<file path="config.mk">
export PLATFORM = sky130hd
export DESIGN_NAME = wr_arbiter4
export DESIGN_NICKNAME = d
export VERILOG_FILES = /design/src/rtl/wr_arbiter4.sv
export SDC_FILE = /design/constraint.sdc
export NUM_CORES = 1
export LEC_CHECK = 0
export ABC_AREA = 1
export BUFFER_PORTS_ARGS = -buffer_cell sky130_fd_sc_hd__buf_4
export CORE_AREA = 2 2 57 70
export CTS_BUF_LIST = sky130_fd_sc_hd__clkbuf_16
export CTS_CLUSTER_DIAMETER = 60
export DETAILED_ROUTE_END_ITERATION = 10
export DIE_AREA = 0 0 59 72
export MAX_ROUTING_LAYER = met4
export PLACE_DENSITY_LB_ADDON = 0.2
export SYNTH_ARGS = -nofsm -noshare
export SYNTH_HDL_FRONTEND = slang
export SYNTH_SLANG_ARGS = --single-unit
</file>
<file path="constraint.sdc">
create_clock -name clk -period 5.1 [get_ports clk]
set_input_delay 1.53 -clock clk [delete_from_list [all_inputs] [get_ports clk]]
set_output_delay 1.53 -clock clk [all_outputs]
set_load 0.005 [all_outputs]
</file>
<file path="src/rtl/wr_arbiter4.sv">
// Four-requester round-robin write arbiter owning a shared hold-or-load register,
// with bounded lock bursts and a one-cycle acknowledge.
module wr_arbiter4 #(
    parameter int unsigned WIDTH     = 8,
    parameter int unsigned MAX_BURST = 4
) (
    input  logic             clk,
    input  logic             rst,
    input  logic [3:0]       req,
    input  logic [3:0]       lock,
    input  logic [WIDTH-1:0] d0,
    input  logic [WIDTH-1:0] d1,
    input  logic [WIDTH-1:0] d2,
    input  logic [WIDTH-1:0] d3,
    output logic [WIDTH-1:0] q,
    output logic [3:0]       ack,
    output logic [1:0]       grant_id,
    output logic             busy
);

    localparam int unsigned CW = 4;

    typedef enum logic {IDLE, BURST} state_t;

    state_t         state, state_n;
    logic [1:0]     ptr, ptr_n;
    logic [1:0]     owner, owner_n;
    logic [CW-1:0]  cnt, cnt_n;

    logic           do_write;
    logic [1:0]     win;
    logic [1:0]     arb_start;
    logic [3:0]     arb_req;
    logic           found;
    logic [1:0]     found_idx;
    logic [WIDTH-1:0] win_data;

    // First asserted request in rotating order from arb_start
    always_comb begin
        found     = 1'b0;
        found_idx = 2'd0;
        for (int i = 0; i < 4; i++) begin
            if (!found && arb_req[arb_start + 2'(i)]) begin
                found     = 1'b1;
                found_idx = arb_start + 2'(i);
            end
        end
    end

    always_comb begin
        state_n   = state;
        ptr_n     = ptr;
        owner_n   = owner;
        cnt_n     = cnt;
        do_write  = 1'b0;
        win       = 2'd0;
        arb_start = ptr;
        arb_req   = req;

        if (state == BURST) begin
            // On release the owner is always excluded and search begins after it
            arb_start = owner + 2'd1;
            arb_req   = req & ~(4'b0001 << owner);
        end

        if (state == BURST && req[owner] && cnt < CW'(MAX_BURST)) begin
            do_write = 1'b1;
            win      = owner;
            cnt_n    = cnt + CW'(1);
            if (!lock[owner]) begin
                state_n = IDLE;
                ptr_n   = owner + 2'd1;
            end
        end else if (found) begin
            do_write = 1'b1;
            win      = found_idx;
            if (lock[found_idx]) begin
                state_n = BURST;
                owner_n = found_idx;
                cnt_n   = CW'(1);
            end else begin
                state_n = IDLE;
                ptr_n   = found_idx + 2'd1;
            end
        end else if (state == BURST) begin
            state_n = IDLE;
            ptr_n   = owner + 2'd1;
        end
    end

    always_comb begin
        case (win)
            2'd0:    win_data = d0;
            2'd1:    win_data = d1;
            2'd2:    win_data = d2;
            default: win_data = d3;
        endcase
    end

    always_ff @(posedge clk or posedge rst) begin
        if (rst) begin
            state    <= IDLE;
            ptr      <= 2'd0;
            owner    <= 2'd0;
            cnt      <= '0;
            q        <= '0;
            ack      <= 4'b0000;
            grant_id <= 2'd0;
            busy     <= 1'b0;
        end else begin
            state <= state_n;
            ptr   <= ptr_n;
            owner <= owner_n;
            cnt   <= cnt_n;
            busy  <= (state_n == BURST);
            if (do_write) begin
                q        <= win_data;
                grant_id <= win;
                ack      <= 4'b0001 << win;
            end else begin
                ack <= 4'b0000;
            end
        end
    end

endmodule

</file>
# After elaboration in Yosys (flattened, before gate mapping)
# Cells that the tools add are included.
# op_classes
eq_ne	4
div_mod_pow	0
multipliers	0
n_bitwise	3
muxes	41
reduce_logical	14
order_cmp	7
n_shift	2
add_sub_neg	6
# op_table
operator	count
$pmux 8 s3	1
$mux 2	11
$mux 4	5
$lt 2x3->1 const B	6
$mux 1	17
$bmux 1 s2	7
$shl 1x2->4 const A	2
$add 2x1->2 const B	3
$logic_and 1x1->1	5
$add 2x2->2 const B	2
$add 4x1->4 const B	1
$and 4x4->4	1
$lt 4x3->1 const B	1
$not 4->4	1
$reduce_and 2->1	2
$reduce_bool 2->1	2
$logic_not 1->1	3
$ne 3x3->1 const B	1
$reduce_and 3->1	1
$eq 2x1->1 const B	1
$eq 2x2->1 const B	1
$logic_not 2->1	1
$ne 2x2->1 const B	1
$not 1->1	1
# word_totals
mem_bits_rw	0
romBits	0
word_cells	84
latchBits	0
n_memories	0
ff_bits	23
in_bits	42
out_inout_bits	15

# Logic depth before layout (Yosys ltp)
# Gate-level depths: netlist of the first run.
# depth
depth_word	21
depth_mapped	20
depth_no_buf	18

# Worst setup path before layout of the first run
# Ideal clock, no wire load.
# synth_timing
path_type	input to register
startpoint	input port req[3]
endpoint	register q[3]
setup_slack_ps	2132
arrival_ps	2851
setup_time_ps	116
cell_stages	14
required_ps	4984
path_buffers	1
cell_sequence	inv_1 a21oi_1 nand2_4 nand3_2 nand2_2 nand3_1 nand3_2 nand3_1 nand2_2 buf_6 o21ai_1 nand3_1 nand2_1 nand2_1
# synth_via
elab_chain_cells	18
elab_cells_between_ends	36
classes_between	2 x eq/ne; 24 x mux; 1 x bitwise; 9 x reduce/logical
# synth_rtl
element	line_no	text
start, declared	9	input logic [3:0] req,
$and 4x4->4	63	arb_req = req & ~(4'b0001 << owner);
$mux 4	60	if (state == BURST) begin
$bmux 1 s2	43	if (!found && arb_req[arb_start + 2'(i)]) begin
$mux 1 (implied by the code)	43	
$mux 1	43	
$logic_not 1->1	43	
$logic_and 1x1->1	43	
$mux 1	43	
[2 not listed]	n/a	
$mux 1	43	
$logic_not 1->1	43	
$logic_and 1x1->1	43	
$mux 2 or $mux 1 (tied branches)	43	
$mux 2	74	end else if (found) begin
$mux 2	66	if (state == BURST && req[owner] && cnt < CW'(MAX_BURST)) begin
$eq 2x2->1 (tied with other cells)	92	case (win)
$pmux 8 s3	92	
end signal, assigned	117	q <= win_data;
end, declared	15	output logic [WIDTH-1:0] q,
# Several ways; a longest one is shown, not always the timed one. The select of a mux whose other input is x is not followed.
# A chain may end at the register's enable or synchronous reset.

# Worst setup path in the final report of the first run
# layout_timing
startpoint	input port req[2]
endpoint	register q[2]
# The elaborated chain is that of the path after synthesis.

==> results of run 1 <==
worst max-delay path, cell delays in order:
cell and delay (ns):
buf_4 0.11, nand2_1 0.09, inv_1 0.07, nand2_2 0.09
nand3_2 0.07, nand2_2 0.13, nand3_1 0.09, nor2_1 0.16
inv_1 0.09, nor2_2 0.41, inv_1 0.27, nand2_1 0.12
inv_1 0.04, nand2_1 0.07, nand2_1 0.05
area by class of cell:
type                       instances  area (um^2)
clock buffer                       3         75.1
multi-input combinational        226         1150
sequential                        23          576
clock inverter                     1         5.00
timing repair buffer              56          420
tap                               39         48.8
fill                             309         1170
inverter                          26          100
path summary, 6_finish.rpt:
| check | from | to | slack (ns) | cells past startpoint |
|---|---|---|---|---|
| max | req[2] | q[2] | 1.86 | 15 |
| min | q[0] | q[0] | 0.50 | 2 |
| max reg2reg | owner[0] | q[2] | 2.00 | 18 |
| min reg2reg | q[0] | q[0] | 0.50 | 2 |
| max in group asynchronous | rst | cnt[3] | 3.15 | 2 |
| min in group asynchronous | rst | state | 1.44 | 2 |
cell families (layout without fill, tap and decap cells):
logic type,count (synthesis),count (layout)
simple gates,198,198
flops,23,23
buf+inv,37,86
compound gates,23,23
fa+ha+maj,5,5
metal layers:
metal  global-route usage [%]  part of all wire [%]  vias to the layer above  wire (um)
met5                        -                     0                        -          0
li1                         -                     -                     1015          -
met3                     3.03                   5.9                        9        279
met4                     8.33                   1.5                        0         72
met2                     41.2                    53                       81       2470
met1                     30.1                    40                      915       1880
registers in the layout, indices dropped and copies added (netlist names):
name / flops
ptr: 2
ack: 4
owner: 2
q: 8
cnt: 4
state: 1
grant_id: 2
stage by stage:
stage,hold slack [ns],setup slack (ns),instance area [um^2],cells
2_1_floorplan,0.463,2.13,1920,286
3_3_place_gp,0.465,1.67,2300,370
3_5_place_dp,0.480,1.56,2300,370
4_1_cts,0.493,1.85,2380,374
5_1_grt,0.516,1.64,2380,374
6_report,0.501,1.86,2380,374
cells in the final DEF (no fill, tap or decap), drive strengths merged, types with 4 or more instances in the layout:
master	count
buf	56
nand2	128
nand3	47
o21ai	13
ha	5
a21oi	8
nor2	9
nand4	4
nand3b	8
inv	26
dfrtp	23
==> results by group, run 1 <==
Global route
  • Largest net degree at the start of global routing: 24
  • Vias in the first global route: 1,829
  • Initial antenna violation count: 0
  • First-pass GRT wire length: 7.92 mm
  • Global route overflow: 0
  • Total track usage: 24.5%

Logic synthesis
  • Register area share after synthesis: 29.9%
  • Combinational family with the most area after synthesis: simple AND/OR/NAND/NOR gates
  • Mapped Cells: 286
  • Post-Synth Simple-Gate Area: 49.3%
  • Synth cell types: 24
  • Dominant cell type by area after synthesis: dfrtp_1
  • Yosys warns: 0
  • Syn Area/Cell: 6.73 um^2
  • Asr flop ratio synth: 100%
  • Post-synthesis xor/xnor area fraction: 0%
  • Syn_nets: 333
  • Top post-synthesis cells by count: 105 x nand2_1, 42 x nand3_1, 24 x inv_1
  • Leading post-synthesis cells by cell area: dfrtp_1 30%, nand2_1 20%, nand3_1 11%
  • Post-synth EDFFs: 0
  • Most numerous cell in the Yosys netlist: nand2_1
  • Adder-Cell Fraction of Synth Area: 3.25%
  • Compound-cell area share of the yosys netlist: 7.22%
  • Area share of the largest cell type after synthesis: 29.9%
  • Area of the mapped netlist: 1920 um^2
  • FF+latch count, synth: 23
  • Ys flop type: dfrtp_1
  • Fraction of synthesized area in multiplexers: 0%

Final layout
  • Diodes inserted: 0
  • Area Overhead vs Synth: 23.5%
  • Layout cells sized above 1: 28.1%
  • Util after Layout: 67.1%
  • Final #Nets: 383

STA
  • TNS Setup: 0 ns
  • Final setup fails: 0
  • Relative slew slack: 45.2%
  • Fmax: 0.309 GHz
  • Worst Tran Pin Value: 0.821 ns
  • Skew final: 0.00180 ns
  • Final min period: 3.24 ns
  • Tcrit/Tclk final: 63.5%
  • Final hold violations: 0
  • RSZ-0062 raised after global routing: no
  • Slew Viols, Final: 0

Route
  • Starting DRC count in detailed routing: 110
  • Total wire length: 4.69 mm
  • Via count: 2,020
  • Router iterations before antenna repair: 5
  • Routed len/inst: 12.5 um
  • # DRC: 0
  • ANT nets after route: 0
  • Routed vias/inst: 5.40

Floorplanning
  • Rows: 24
  • Initial Util: 54.3%
  • I/O pin total: 57
  • Die Wd: 59 um
  • Die area: 4250 um^2
  • Die Ht: 72 um
  • CORE AREA: 3540 um^2

Flow run
  • Max-Cap Viols: 0

Clock network
  • Hold-fix buffers, CTS: 0
  • CTS Root Cell: clkbuf_16
  • CTS tree: done
  • CTS buffer count: 3
  • Clk buf depth: 2
  • Clock slew at reported path FFs: 0.06 ns
  • H-tree Lvls: 1
  • Clock tree sinks: 23
  • Post-CTS resize count: 0
  • # Post-CTS Setup Buffers: 0
  • Clock insertion delay at the later pin of the skew report: 0.25 ns

Placement
  • GPL Wtd Cong: 0.850
  • Port Buf Inserts: 56
  • Hpwl dp: 3.59 mm

Worst setup path
  • Critical path data arrival time: 3.39 ns
  • Crit start category: input pin
  • CP max FO: 13
  • Crit Path Class: in2reg
  • Worst setup EP type: flip-flop
  • CP Data Required Time: 5.25 ns

Outcome
  • Run status: finished clean

Hold path
  • Tightest Hold Check Type: reg2reg
Power of run 1 is left out: the tool's default activity adds up to more than one toggle a clock period on the data nets, which glitch-free logic cannot reach.
==> inputs of run 2 (changes only) <==
--- a/config.mk
+++ b/config.mk
@@ -7,11 +7,11 @@
 export LEC_CHECK = 0
 export ABC_AREA = 1
 export BUFFER_PORTS_ARGS = -buffer_cell sky130_fd_sc_hd__buf_4
-export CORE_AREA = 2 2 57 70
+export CORE_AREA = 2 2 62 76
 export CTS_BUF_LIST = sky130_fd_sc_hd__clkbuf_16
 export CTS_CLUSTER_DIAMETER = 60
 export DETAILED_ROUTE_END_ITERATION = 10
-export DIE_AREA = 0 0 59 72
+export DIE_AREA = 0 0 64 78
 export MAX_ROUTING_LAYER = met4
 export PLACE_DENSITY_LB_ADDON = 0.2
 export SYNTH_ARGS = -nofsm -noshare
==> constraint.sdc (replaced) <==
create_clock -name clk -period 2.8 [get_ports clk]
set_input_delay 0.84 -clock clk [delete_from_list [all_inputs] [get_ports clk]]
set_output_delay 0.84 -clock clk [all_outputs]
set_load 0.005 [all_outputs]
==> results by group, run 2 (synthesis gave the netlist of run 1 again) <==
Worst setup path
  • CP Data Required Time: 2.95 ns (-2.30 ns)
  • Crit start category: flip-flop
  • CP max FO: 13 (unchanged)
  • Cells on worst reg2reg path: 16 (-2)
  • Worst setup EP type: flip-flop
  • Crit Path Class: reg2reg
  • Critical path data arrival time: 2.67 ns (-0.72 ns)

Final layout
  • Max reg flops: 8 (unchanged)
  • Commonest non-fill, non-tap cell in the layout: nand2_1
  • Most flops, register: q
  • Most frequent cells in the layout: 105 x nand2_1, 62 x buf_4, 42 x nand3_1
  • Top Registers: q x8, ack x4, cnt x4
  • Final Instance Area: 2450 um^2 (+3.3%)
  • Layout cells sized above 1: 29.6% (+1.6 points)
  • Final #Nets: 389 (+1.6%)
  • Fill cells: 401 (+30%)
  • Util after Layout: 58.5% (-8.6 points)
  • Diodes inserted: 0 (unchanged)
  • Area Overhead vs Synth: 27.5%

Route
  • Routed len/inst: 11.8 um (-6.2%)
  • Starting DRC count in detailed routing: 66 (-40%)
  • ANT nets after route: 0 (unchanged)
  • Router iterations before antenna repair: 4 (-1)
  • Via count: 1,975 (-2.2%)
  • # DRC: 0 (unchanged)
  • Routed vias/inst: 4.97 (-7.9%)
  • Total wire length: 4.67 mm (-0.43%)

STA
  • Skew final: 0.00178 ns (-0.0000183 ns)
  • Hold WS: 0.481 ns (-0.0202 ns)
  • Final setup fails: 0 (unchanged)
  • TNS Setup: 0 ns (unchanged)
  • Fmax: 0.396 GHz
  • Relative slew slack: 44.9% (-0.30 points)
  • Final hold violations: 0 (unchanged)
  • Slew Viols, Final: 0 (unchanged)
  • Tcrit/Tclk final: 90.1%
  • Worst Tran Pin Value: 0.826 ns (+0.00457 ns)
  • RSZ-0062 raised after global routing: no
  • Final min period: 2.52 ns

Placement
  • GPL Wtd Cong: 0.931 (+9.5%)
  • Hpwl dp: 3.68 mm (+2.5%)
  • Placed Area: 2360 um^2 (+2.9%)
  • Port Buf Inserts: 56 (unchanged)

Floorplanning
  • Rows: 26 (+8.3%)
  • Initial Util: 45.9% (-8.5 points)
  • Die Wd: 64 um (+8.5%)
  • Die Ht: 78 um (+8.3%)
  • CORE AREA: 4200 um^2 (+18%)
  • I/O pin total: 57 (unchanged)
  • Die area: 4990 um^2 (+18%)

Clock network
  • Clock slew at reported path FFs: 0.06 ns (about the same)
  • # Post-CTS Setup Buffers: 0 (unchanged)
  • H-tree Lvls: 1 (unchanged)
  • Clock tree sinks: 23 (unchanged)
  • Clock insertion delay at the later pin of the skew report: 0.26 ns (about the same)
  • CTS tree: done
  • Clk buf depth: 2 (unchanged)
  • CTS Root Cell: clkbuf_16
  • CTS buffer count: 3 (unchanged)

Hold path
  • Hold path cells: 2 (unchanged)
  • Tightest Hold Check Type: reg2reg

Flow run
  • Max-Cap Viols: 0 (unchanged)

Global route
  • First-pass GRT wire length: 7.91 mm (-0.18%)
  • Initial antenna violation count: 0 (unchanged)
  • Largest net degree at the start of global routing: 24 (unchanged)
  • Total track usage: 20.3% (-4.3 points)
  • Vias in the first global route: 1,700 (-7.1%)
  • Global route overflow: 0 (unchanged)

Outcome
  • Run status: finished clean
==> run 2: cell count changes in the layout (fill, tap and decap cells not counted) <==
cell / delta
nand2_2: -2
dfrtp_2: +1
dfrtp_1: -1
nand2_4: +2
buf_4: +6
==> run 2: layer usage <==
layer	up-vias	part of all wire (%)	track usage (%)	wire, um
met5	-	0	-	0
met4	0	1.7	5.87	80
met3	9	4.8	2.61	225
met2	65	49	33.9	2290
met1	874	44	25.5	2080
li1	1027	-	-	-
==> run 2: timing repair <==
item,CTS,global route
gates resized for setup,0,3
endpoints found under the hold margin,0,0
setup endpoints to repair,0,8
hold buffers,0,0
==> run 2: cell type report <==
type / count / area, um^2 / area share, %
clock buffers: 3 / 75.1 / 3.06
clock inverters: 1 / 5.00 / 0.204
inverters: 26 / 100 / 4.08
multi-input cells: 226 / 1160 / 47.3
flip-flops and latches: 23 / 577 / 23.5
well taps: 56 / 70.1 / 2.86
repair buffers: 62 / 465 / 19.0
==> run 2: per-stage QoR <==
stage	instances	worst slack (ns)
finish	397	0.277
global placement	393	0.166
CTS	397	0.213
detailed placement	393	0.140
floorplan	286	0.522
global route	397	0.0292
==> run 2: worst paths after layout <==
check | slack (ns) | startpoint | to
min in group asynchronous | 0.75 | rst | ack[3]
max in group asynchronous | 1.49 | rst | state
worst min register to register | 0.48 | grant_id[1] | grant_id[1]
worst min-delay path | 0.48 | grant_id[1] | grant_id[1]
worst max-delay path | 0.28 | owner[0] | q[6]
worst max register to register | 0.28 | owner[0] | q[6]
==> run 2: critical path, cell delays in order, from the launching register on <==
cell	delay (ns)
dfrtp_1	0.39
inv_4	0.07
ha_1	0.35
inv_1	0.07
nand2_1	0.04
nand2_1	0.20
nand2_1	0.10
nand2_2	0.09
nand2_2	0.07
nand2_4	0.09
nand4_1	0.14
nand4_1	0.13
nand2_1	0.28
nand3_1	0.19
nand3_1	0.10
nand2_1	0.07
nand2_1	0.05
Power of run 2 is left out for the same reason.
